`src/rtl/uart_pkg.sv`:
```
// Shared UART definitions for receiver and transmitter: FSM states,
// oversampling constants and an even-parity helper.
package uart_pkg;

  localparam int unsigned OVERSAMPLE = 16;
  localparam int unsigned MID_SAMPLE = 7;
  localparam int unsigned DATA_BITS  = 8;

  typedef enum logic [2:0] {
    ST_IDLE   = 3'd0,
    ST_START  = 3'd1,
    ST_DATA   = 3'd2,
    ST_PARITY = 3'd3,
    ST_STOP   = 3'd4
  } uart_state_e;

  function automatic logic even_parity(input logic [DATA_BITS-1:0] data);
    return ^data;
  endfunction

endpackage

```
`src/rtl/sync_fifo.sv`:
```
// First-word-fall-through synchronous FIFO; dout always shows the head entry.
// Pointers carry an extra wrap bit so full and empty are distinguishable.
module sync_fifo #(
  parameter int WIDTH = 8,
  parameter int DEPTH = 16
) (
  input  logic             clk,
  input  logic             rst,
  input  logic             push,
  input  logic             pop,
  input  logic [WIDTH-1:0] din,
  output logic [WIDTH-1:0] dout,
  output logic             empty,
  output logic             full
);

  localparam int AW = $clog2(DEPTH);
  localparam logic [AW:0] PTR_ONE = {{AW{1'b0}}, 1'b1};

  logic [WIDTH-1:0] mem_r [DEPTH];
  logic [AW:0]      wr_ptr_r;
  logic [AW:0]      rd_ptr_r;
  logic             do_pop_s;
  logic             do_push_s;

  assign empty    = (wr_ptr_r == rd_ptr_r);
  assign full     = (wr_ptr_r[AW-1:0] == rd_ptr_r[AW-1:0]) && (wr_ptr_r[AW] != rd_ptr_r[AW]);
  assign do_pop_s = pop && !empty;
  // A full FIFO still takes a write when a pop frees the head slot this cycle.
  assign do_push_s = push && (!full || do_pop_s);
  assign dout      = mem_r[rd_ptr_r[AW-1:0]];

  // Read/write pointer update
  always_ff @(posedge clk) begin
    if (rst) begin
      wr_ptr_r <= '0;
      rd_ptr_r <= '0;
    end else begin
      if (do_push_s) wr_ptr_r <= wr_ptr_r + PTR_ONE;
      if (do_pop_s)  rd_ptr_r <= rd_ptr_r + PTR_ONE;
    end
  end

  // Storage array, contents intentionally not reset
  always_ff @(posedge clk) begin
    if (do_push_s) mem_r[wr_ptr_r[AW-1:0]] <= din;
  end

endmodule

```
`src/rtl/uart_rx_fifo.sv`:
```
// UART receiver: 16x oversampled deframer feeding a FWFT byte FIFO.
// Define UART_RX_PARITY_EN for 8E1 framing with an o_perr pulse; default is 8N1.
module uart_rx_fifo
  import uart_pkg::*;
#(
  parameter int DEPTH = 16
) (
  input  logic       i_clk,
  input  logic       i_rst,
  input  logic       i_baud,
  input  logic       i_rx,
  input  logic       i_read,
  output logic       o_ready,
  output logic [7:0] o_D,
  output logic       o_used,
  output logic       o_ferr,
`ifdef UART_RX_PARITY_EN
  output logic       o_perr,
`endif
  output logic       o_ovf
);

  localparam logic [3:0] TICK_MID  = 4'(MID_SAMPLE);
  localparam logic [3:0] TICK_LAST = 4'(OVERSAMPLE - 1);
  localparam logic [2:0] BIT_LAST  = 3'(DATA_BITS - 1);
`ifdef UART_RX_PARITY_EN
  localparam uart_state_e AFTER_DATA = ST_PARITY;
`else
  localparam uart_state_e AFTER_DATA = ST_STOP;
`endif

  uart_state_e          state_r;
  uart_state_e          state_nxt_s;
  logic                 sync1_r;
  logic                 sync2_r;
  logic                 rx_prev_r;
  logic [3:0]           tick_cnt_r;
  logic [2:0]           bit_idx_r;
  logic [DATA_BITS-1:0] shift_r;
  logic                 fall_s;
  logic                 sample_s;
  logic                 clr_cnt_s;
  logic                 shift_en_s;
  logic                 push_s;
  logic                 ferr_s;
  logic                 perr_hold_s;
  logic                 push_r;
  logic                 ferr_r;
  logic                 ovf_r;
  logic                 fifo_empty_s;
  logic                 fifo_full_s;

  // Two-stage synchronizer plus a delayed copy for falling-edge detection
  always_ff @(posedge i_clk) begin
    if (i_rst) begin
      sync1_r   <= 1'b1;
      sync2_r   <= 1'b1;
      rx_prev_r <= 1'b1;
    end else begin
      sync1_r   <= i_rx;
      sync2_r   <= sync1_r;
      rx_prev_r <= sync2_r;
    end
  end

  // Only a high-to-low transition arms the receiver, so a held break stays idle.
  assign fall_s   = rx_prev_r & ~sync2_r;
  assign sample_s = i_baud && (tick_cnt_r == ((state_r == ST_START) ? TICK_MID : TICK_LAST));

  // State register
  always_ff @(posedge i_clk) begin
    if (i_rst) state_r <= ST_IDLE;
    else       state_r <= state_nxt_s;
  end

  // Next-state logic
  always_comb begin
    state_nxt_s = state_r;
    case (state_r)
      ST_IDLE: begin
        if (fall_s) state_nxt_s = ST_START;
        else        state_nxt_s = ST_IDLE;
      end
      ST_START: begin
        if (sample_s) state_nxt_s = sync2_r ? ST_IDLE : ST_DATA;
        else          state_nxt_s = ST_START;
      end
      ST_DATA: begin
        if (sample_s && (bit_idx_r == BIT_LAST)) state_nxt_s = AFTER_DATA;
        else                                     state_nxt_s = ST_DATA;
      end
      ST_PARITY: begin
        if (sample_s) state_nxt_s = ST_STOP;
        else          state_nxt_s = ST_PARITY;
      end
      ST_STOP: begin
        if (sample_s) state_nxt_s = ST_IDLE;
        else          state_nxt_s = ST_STOP;
      end
      default: state_nxt_s = ST_IDLE;
    endcase
  end

  // Per-state datapath controls and frame verdicts
  always_comb begin
    clr_cnt_s  = 1'b0;
    shift_en_s = 1'b0;
    push_s     = 1'b0;
    ferr_s     = 1'b0;
    case (state_r)
      ST_IDLE:   clr_cnt_s  = 1'b1;
      ST_START:  clr_cnt_s  = sample_s;
      ST_DATA:   shift_en_s = sample_s;
      ST_PARITY: clr_cnt_s  = 1'b0;
      ST_STOP: begin
        push_s = sample_s && sync2_r && !perr_hold_s;
        ferr_s = sample_s && !sync2_r;
      end
      default:   clr_cnt_s  = 1'b1;
    endcase
  end

  // Tick counter, bit index and LSB-first shift register
  always_ff @(posedge i_clk) begin
    if (i_rst) begin
      tick_cnt_r <= 4'd0;
      bit_idx_r  <= 3'd0;
      shift_r    <= '0;
    end else begin
      if (clr_cnt_s)   tick_cnt_r <= 4'd0;
      else if (i_baud) tick_cnt_r <= tick_cnt_r + 4'd1;
      if ((state_r == ST_START) && sample_s) bit_idx_r <= 3'd0;
      else if (shift_en_s)                   bit_idx_r <= bit_idx_r + 3'd1;
      if (shift_en_s) shift_r <= {sync2_r, shift_r[DATA_BITS-1:1]};
    end
  end

`ifdef UART_RX_PARITY_EN
  logic perr_flag_r;
  logic perr_r;

  // Parity verdict held until the stop bit, then reported as a pulse
  always_ff @(posedge i_clk) begin
    if (i_rst) begin
      perr_flag_r <= 1'b0;
      perr_r      <= 1'b0;
    end else begin
      if ((state_r == ST_PARITY) && sample_s) perr_flag_r <= even_parity(shift_r) ^ sync2_r;
      else if (state_r == ST_IDLE)            perr_flag_r <= 1'b0;
      perr_r <= (state_r == ST_STOP) && sample_s && perr_flag_r;
    end
  end

  assign perr_hold_s = perr_flag_r;
  assign o_perr      = perr_r;
`else
  assign perr_hold_s = 1'b0;
`endif

  // Push/error pulses land one cycle after the stop sample; overflow is sticky
  always_ff @(posedge i_clk) begin
    if (i_rst) begin
      push_r <= 1'b0;
      ferr_r <= 1'b0;
      ovf_r  <= 1'b0;
    end else begin
      push_r <= push_s;
      ferr_r <= ferr_s;
      if (push_r && fifo_full_s && !i_read) ovf_r <= 1'b1;
    end
  end

  sync_fifo #(
    .WIDTH (DATA_BITS),
    .DEPTH (DEPTH)
  ) u_fifo (
    .clk   (i_clk),
    .rst   (i_rst),
    .push  (push_r),
    .pop   (i_read),
    .din   (shift_r),
    .dout  (o_D),
    .empty (fifo_empty_s),
    .full  (fifo_full_s)
  );

  assign o_ready = ~fifo_empty_s;
  assign o_used  = (state_r != ST_IDLE);
  assign o_ferr  = ferr_r;
  assign o_ovf   = ovf_r;

endmodule

```
`config.mk`:
```
export PLATFORM = sky130hd
export DESIGN_NAME = uart_rx_fifo
export DESIGN_NICKNAME = d
export VERILOG_FILES = /design/src/rtl/uart_pkg.sv /design/src/rtl/sync_fifo.sv /design/src/rtl/uart_rx_fifo.sv
export SDC_FILE = /design/constraint.sdc
export NUM_CORES = 1
export LEC_CHECK = 0
export ABC_AREA = 0
export CORE_ASPECT_RATIO = 1.1
export CORE_UTILIZATION = 30
export CTS_CLUSTER_DIAMETER = 200
export DETAILED_ROUTE_END_ITERATION = 8
export SLEW_MARGIN = 20
export SYNTH_ARGS = -nofsm -noshare
export SYNTH_HDL_FRONTEND = slang
export SYNTH_SLANG_ARGS = --single-unit
```
`constraint.sdc`:
```
create_clock -name i_clk -period 3.9 [get_ports i_clk]
set_input_delay 0.39 -clock i_clk [delete_from_list [all_inputs] [get_ports i_clk]]
set_output_delay 0.39 -clock i_clk [all_outputs]
set_load 0.01 [all_outputs]
```
==> flow_metrics.tcl, run 1 <==
set metrics [dict create \
    status "finished, final reports clean" \
    synth_nets 397 \
    antenna_found_initial 0 \
    cap_violations 0 \
    cp.arrival_ps 2880 \
    clkPwrFrac 0.458 \
    fin_crit_sh 0.838 \
    final_area_um2 7790 \
    layout.cells.non_filler 710 \
    h-tree-depth 4 \
    synth_area_leaders "edfxtp_1, dfxtp_1, mux4_1, mux4_2, mux2i_1" \
    min_path_cells 1 \
    finalHoldViolations 0 \
    regToRegSetupSlack_ps 1420 \
    floorplan.die_area_um2 23200 \
    wirelength_um 13600 \
    yosysTopAreaCellShare 0.568 \
    cts_tree "built" \
    area_growth_pct 15.2 \
    timing.final.ws_setup_ps 633 \
    syn_area_um2 6770 \
    grtUsageTotal 0.125 \
    p_comb_frac 0.026 \
    power.leakage_uw 0.00298 \
    power_density_nw_per_um2 470 \
    crit_required_ps 3510 \
    cts-buffers-inserted 17 \
    async_reset_ff_frac 0 \
    vias 3417 \
    cp_slowest_cell "mux4_1" \
    ctsResizeCount 0 \
    cts_setup_buffers 0 \
    r2r_cells 4 \
    io-pin-count 17 \
    ys.flop_type "edfxtp_1" \
    r2r-end "u_fifo.mem_r[1][5]" \
    startpoint_type "flip-flop" \
    slowest_delay_ps 630 \
    first_global_vias 3523 \
    start_util 0.306 \
    final.min_clock_period_ps 3270 \
    ys_warn_count 0 \
    synth_edf_count 128 \
    cts_buffer_depth 2 \
    viasPerCell 4.81 \
    nets 415 \
    layout-drive-gt1-share 0.140 \
    grt_setup_unrepaired "false" \
    internal_power_uw 2950 \
    std_cell_rows 57 \
    dp.cells 678 \
    die_x_um 145 \
    setup_tns_ps 0 \
    setup_viol 0 \
    crit_path_end_kind "output pin" \
    portBuffers 16 \
    crit_family "multiplexers" \
    synth-seq-cells 166 \
    cts_hold_buffers 0 \
    drtAntennaViolNets 0 \
    grt_pass1_wl_um 20900 \
    yosys.area.top_type "edfxtp_1" \
    drt_iter0_drc 377 \
    crit-reg2reg-launch "u_fifo.wr_ptr_r[4]" \
    antennaDiodeCount 0 \
    ir_drop_uv 349 \
    hold_class "reg -> reg" \
    gp_congestion 0.767 \
    syn-instance-count 384 \
    clock-root-buffer "clkbuf_16" \
    grt_overflow 0 \
    fp.coreArea_um2 22100 \
    place_hpwl_um 8030 \
    synth.distinct_cells 45 \
    skew_ps 8.93 \
    insertion_delay_ps 420 \
    worst-setup-path-type "reg -> out" \
    routedWlPerCell_um 19.1 \
    hold_start "sync1_r" \
    cts_sinks 166 \
    min_to "sync2_r" \
    post_dp_cell_area_um2 7190 \
    dp_slack_ps 1060 \
    seqPwrFrac 0.516 \
    p_switching_uw 711 \
    grt_max_degree 33 \
    swShare 0.194 \
    die_h_um 160 \
    slew_headroom 0.438 \
    firstDrtPassIters 5 \
    synth.avg_cell_area_um2 17.6 \
    clkTransAtPathRegs_ps 60 \
    crit_fanout 32 \
    drc 0 \
    critPathBufInv 2 \
    tightest_slew_ps 841 \
    path_cells "buf_4 -> mux4_1 -> mux4_2 -> clkdlybuf4s50_1" \
    yosysSeqAreaShare 0.681 \
    max_freq_mhz 306 \
    drv_slew 0 \
]
## state kept, by name (all words and copies together) (netlist names), named ones only
| signal | count |
|---|---|
| bit_idx_r | 3 |
| o_ferr | 1 |
| o_ovf | 1 |
| push_r | 1 |
| rx_prev_r | 1 |
| shift_r | 8 |
| state_r | 3 |
| sync1_r | 1 |
| sync2_r | 1 |
| tick_cnt_r | 4 |
| u_fifo.mem_r | 128 |
| u_fifo.rd_ptr_r | 5 |
| u_fifo.wr_ptr_r | 5 |
## area by class of cell
type / instances / area (um^2)
Inverter: 8 / 30.0
Tap cell: 295 / 369
Sequential cell: 166 / 4610
Timing Repair Buffer: 20 / 190
Fill cell: 2069 / 14300
Clock buffer: 25 / 505
Clock inverter: 7 / 93.8
Multi-Input combinational cell: 189 / 2000
## how the worst max path moves through the flow
| stage | from | endpoint | depth (start not counted) |
|---|---|---|---|
| 6_report | flip-flop | o_D[7] | 4 |
| 5_1_grt | flip-flop | o_D[7] | 4 |
| 4_1_cts | flip-flop | o_D[7] | 4 |
| 3_5_place_dp | flip-flop | o_D[3] | 4 |
| 3_3_place_gp | flip-flop | o_D[1] | 4 |
| 2_1_floorplan | flip-flop | o_D[0] | 4 |
## stage by stage
stage | hold WS (ps) | utilization | total power (uW)
2_1_floorplan | 389 | - | 2010
3_5_place_dp | 399 | 0.325 | 2020
4_1_cts | 413 | 0.353 | 3690
5_1_grt | 418 | 0.353 | 3780
3_3_place_gp | 394 | 0.325 | 2020
6_report | 409 | 0.353 | 3660
## cell families (layout without fill, tap and decap cells)
group | count (synthesis) | after routing | synth area share
flip-flops | 166 | 166 | 0.681
buffers and inverters | 29 | 60 | 0.0239
adder cells (fa/ha/maj) | 8 | 8 | 0.0148
multiplexers | 58 | 58 | 0.174
AND/OR/NAND/NOR | 89 | 89 | 0.0688
XOR/XNOR | 9 | 9 | 0.0117
AO/OA/AOI/OAI | 25 | 25 | 0.0261
## Yosys cell counts (all sizes together), types with 6 or more instances
library cell    n
edfxtp        128
mux4           40
dfxtp          38
nor2           29
and3           16
buf            14
mux2i          12
nand2           9
ha              8
inv             8
a21oi           7
clkbuf          7
mux2            6
xnor2           6
## layer usage
metal	part of all wire	wire, um	vias up	global-route usage
li1	-	-	1570	-
met1	0.47	6370	1762	0.168
met2	0.48	6460	68	0.195
met3	0.041	564	17	0.0330
met4	0.014	193	0	0.0440
met5	0	0	-	0
## cells in the final DEF (no fill, tap or decap), drive strengths merged, types with 4 or more instances in the layout
| master | synthesis | routed |
|---|---|---|
| dfxtp | 38 | 38 |
| mux4 | 40 | 40 |
| a21oi | 7 | 7 |
| ha | 8 | 8 |
| clkdlybuf4s50 | 0 | 16 |
| o21ai | 5 | 5 |
| nor2b | 4 | 4 |
| inv | 8 | 8 |
| mux2i | 12 | 12 |
| or2 | 4 | 4 |
| and3 | 16 | 16 |
| nand2 | 9 | 9 |
| clkbuf | 7 | 25 |
| nand4 | 5 | 5 |
| xnor2 | 6 | 6 |
| mux2 | 6 | 6 |
| edfxtp | 128 | 128 |
| nor3 | 5 | 5 |
| nor2 | 29 | 29 |
| buf | 14 | 4 |
## power by group through the flow
stage	clock network [uW]	logic [uW]	registers [uW]
2_1_floorplan	0	85.3	1930
3_3_place_gp	0	94.0	1930
3_5_place_dp	0	95.7	1930
4_1_cts	1710	96.2	1890
5_1_grt	1780	103	1890
6_report	1680	95.2	1890
Power figures use the tool's default switching activity.
==> run 2: changes to the inputs <==
- clock period: 3.9 -> 3.4 ns (I/O delays scaled with it)
==> run 2 against run 1 <==
Compared with the run above: sequential power is 15% higher; design area fell by 0.48%; via count up 0.59%; register-to-register slack got worse by 570 ps; largest power group unchanged; clock power increased by 8%; critical path depth did not move; die area is the same; highest routed layer unchanged; clock skew is essentially flat; critical endpoint unchanged; clock-buffer cell count down 7.
==> flow_metrics.tcl, run 2 (same netlist as run 1, synthesis figures left out) <==
set metrics [dict create \
    status "finished, final reports clean" \
    cts-buffers-inserted 17 \
    die_h_um 160 \
    fillers 2097 \
    multi_input_area_um2 2000 \
    grt_setup_unrepaired "false" \
    cts_buffer_depth 2 \
    clock-root-buffer "clkbuf_16" \
    layout.cells.non_filler 710 \
    cp.arrival_ps 2730 \
    insertion_delay_ps 420 \
    layout_commonest_cell "edfxtp_1" \
    largest_register_ffs 128 \
    setup_viol 0 \
    area_growth_pct 14.6 \
    gp_congestion 0.706 \
    power.leakage_uw 0.00297 \
    slew_headroom 0.492 \
    power_density_nw_per_um2 528 \
    floorplan.die_area_um2 23200 \
    skew_ps 8.98 \
    cts_sinks 166 \
    wirelength_um 13300 \
    grtUsageTotal 0.123 \
    cts_hold_buffers 0 \
    crit_path_end_kind "output pin" \
    grt_pass1_wl_um 20900 \
    viasPerCell 4.84 \
    max_freq_mhz 326 \
    drc 0 \
    start_util 0.306 \
    path_cells "buf_4 -> mux4_1 -> mux4_2 -> clkdlybuf4s50_1" \
    tightest_slew_ps 760 \
    hold_class "reg -> reg" \
    clkTransAtPathRegs_ps 60 \
    setup_tns_ps 0 \
    min_path_cells 1 \
    portBuffers 16 \
    die_x_um 145 \
    crit_fanout 19 \
    startpoint_type "flip-flop" \
    fp.coreArea_um2 22100 \
    cts_tree "built" \
    drt_iter0_drc 193 \
    hold_start "sync1_r" \
    vias 3437 \
    layout_common_cells "edfxtp_1, dfxtp_1, nor2_1" \
    first_global_vias 3574 \
    r2r-end "u_fifo.mem_r[0][0]" \
    finalHoldViolations 0 \
    slowest_delay_ps 610 \
    final.min_clock_period_ps 3070 \
    crit-reg2reg-launch "u_fifo.wr_ptr_r[4]" \
    regToRegSetupSlack_ps 850 \
    ctsResizeCount 0 \
    std_cell_rows 57 \
    cap_violations 0 \
    layout-drive-gt1-share 0.142 \
    dp.cells 679 \
    seqCellArea_um2 4610 \
    crit_required_ps 3060 \
    cts_setup_buffers 0 \
    nets 416 \
    grt_max_degree 33 \
    routedWlPerCell_um 18.8 \
    antennaDiodeCount 0 \
    r2r_cells 4 \
    io-pin-count 17 \
    place_hpwl_um 8060 \
    antenna_found_initial 0 \
    fin_crit_sh 0.904 \
    h-tree-depth 4 \
    drtAntennaViolNets 0 \
    cp_slowest_cell "mux4_1" \
    drv_slew 0 \
    firstDrtPassIters 5 \
    grt_overflow 0 \
    min_to "sync2_r" \
    worst-setup-path-type "reg -> out" \
    ir_drop_uv 354 \
]
## run 2: layer usage
layer  routed length (um)  up-vias  GRT usage
met5                    0        -          0
met2                 6290       87      0.191
met3                  712       11     0.0390
li1                     -     1579          -
met1                 6190     1760      0.164
met4                  138        0     0.0392
## run 2: metrics by stage
step / hold slack, ps / instance area, um^2 / utilization / power (uW) / setup slack, ps
after CTS: 414 / 7760 / 0.351 / 4120 / 309
after floorplan: 389 / 6770 / - / 2310 / 1470
final: 409 / 7760 / 0.351 / 4090 / 328
after global routing: 429 / 7760 / 0.351 / 4220 / 248
after global placement: 393 / 7200 / 0.326 / 2320 / 776
after detailed placement: 398 / 7200 / 0.326 / 2320 / 772
## run 2: report_power, final
part,total [uW],internal [uW],switching [uW]
sequential,2170,2160,6.93
combinational,112,50.1,61.5
clock,1810,1020,798
## run 2: how the worst max path moves through the flow
stage / endpoint / slack (ps)
final: o_D[7] / 330
after global placement: o_D[7] / 780
after global routing: o_D[7] / 250
after floorplan: o_D[0] / 1470
after CTS: o_D[7] / 310
after detailed placement: o_D[7] / 770
## run 2: cell type report
class	count	area share
tap	295	0.0476
sequential	166	0.594
inverter	8	0.00387
clock buffer	18	0.0553
timing repair buffer	21	0.0255
clock inverter	13	0.0161
multi-input combinational	189	0.258
## run 2: worst max-delay path: cells and delay by family, from the launching register on
family | cells | cell delay (ps)
buf+inv | 2 | 830
flops | 1 | 330
mux | 2 | 1150
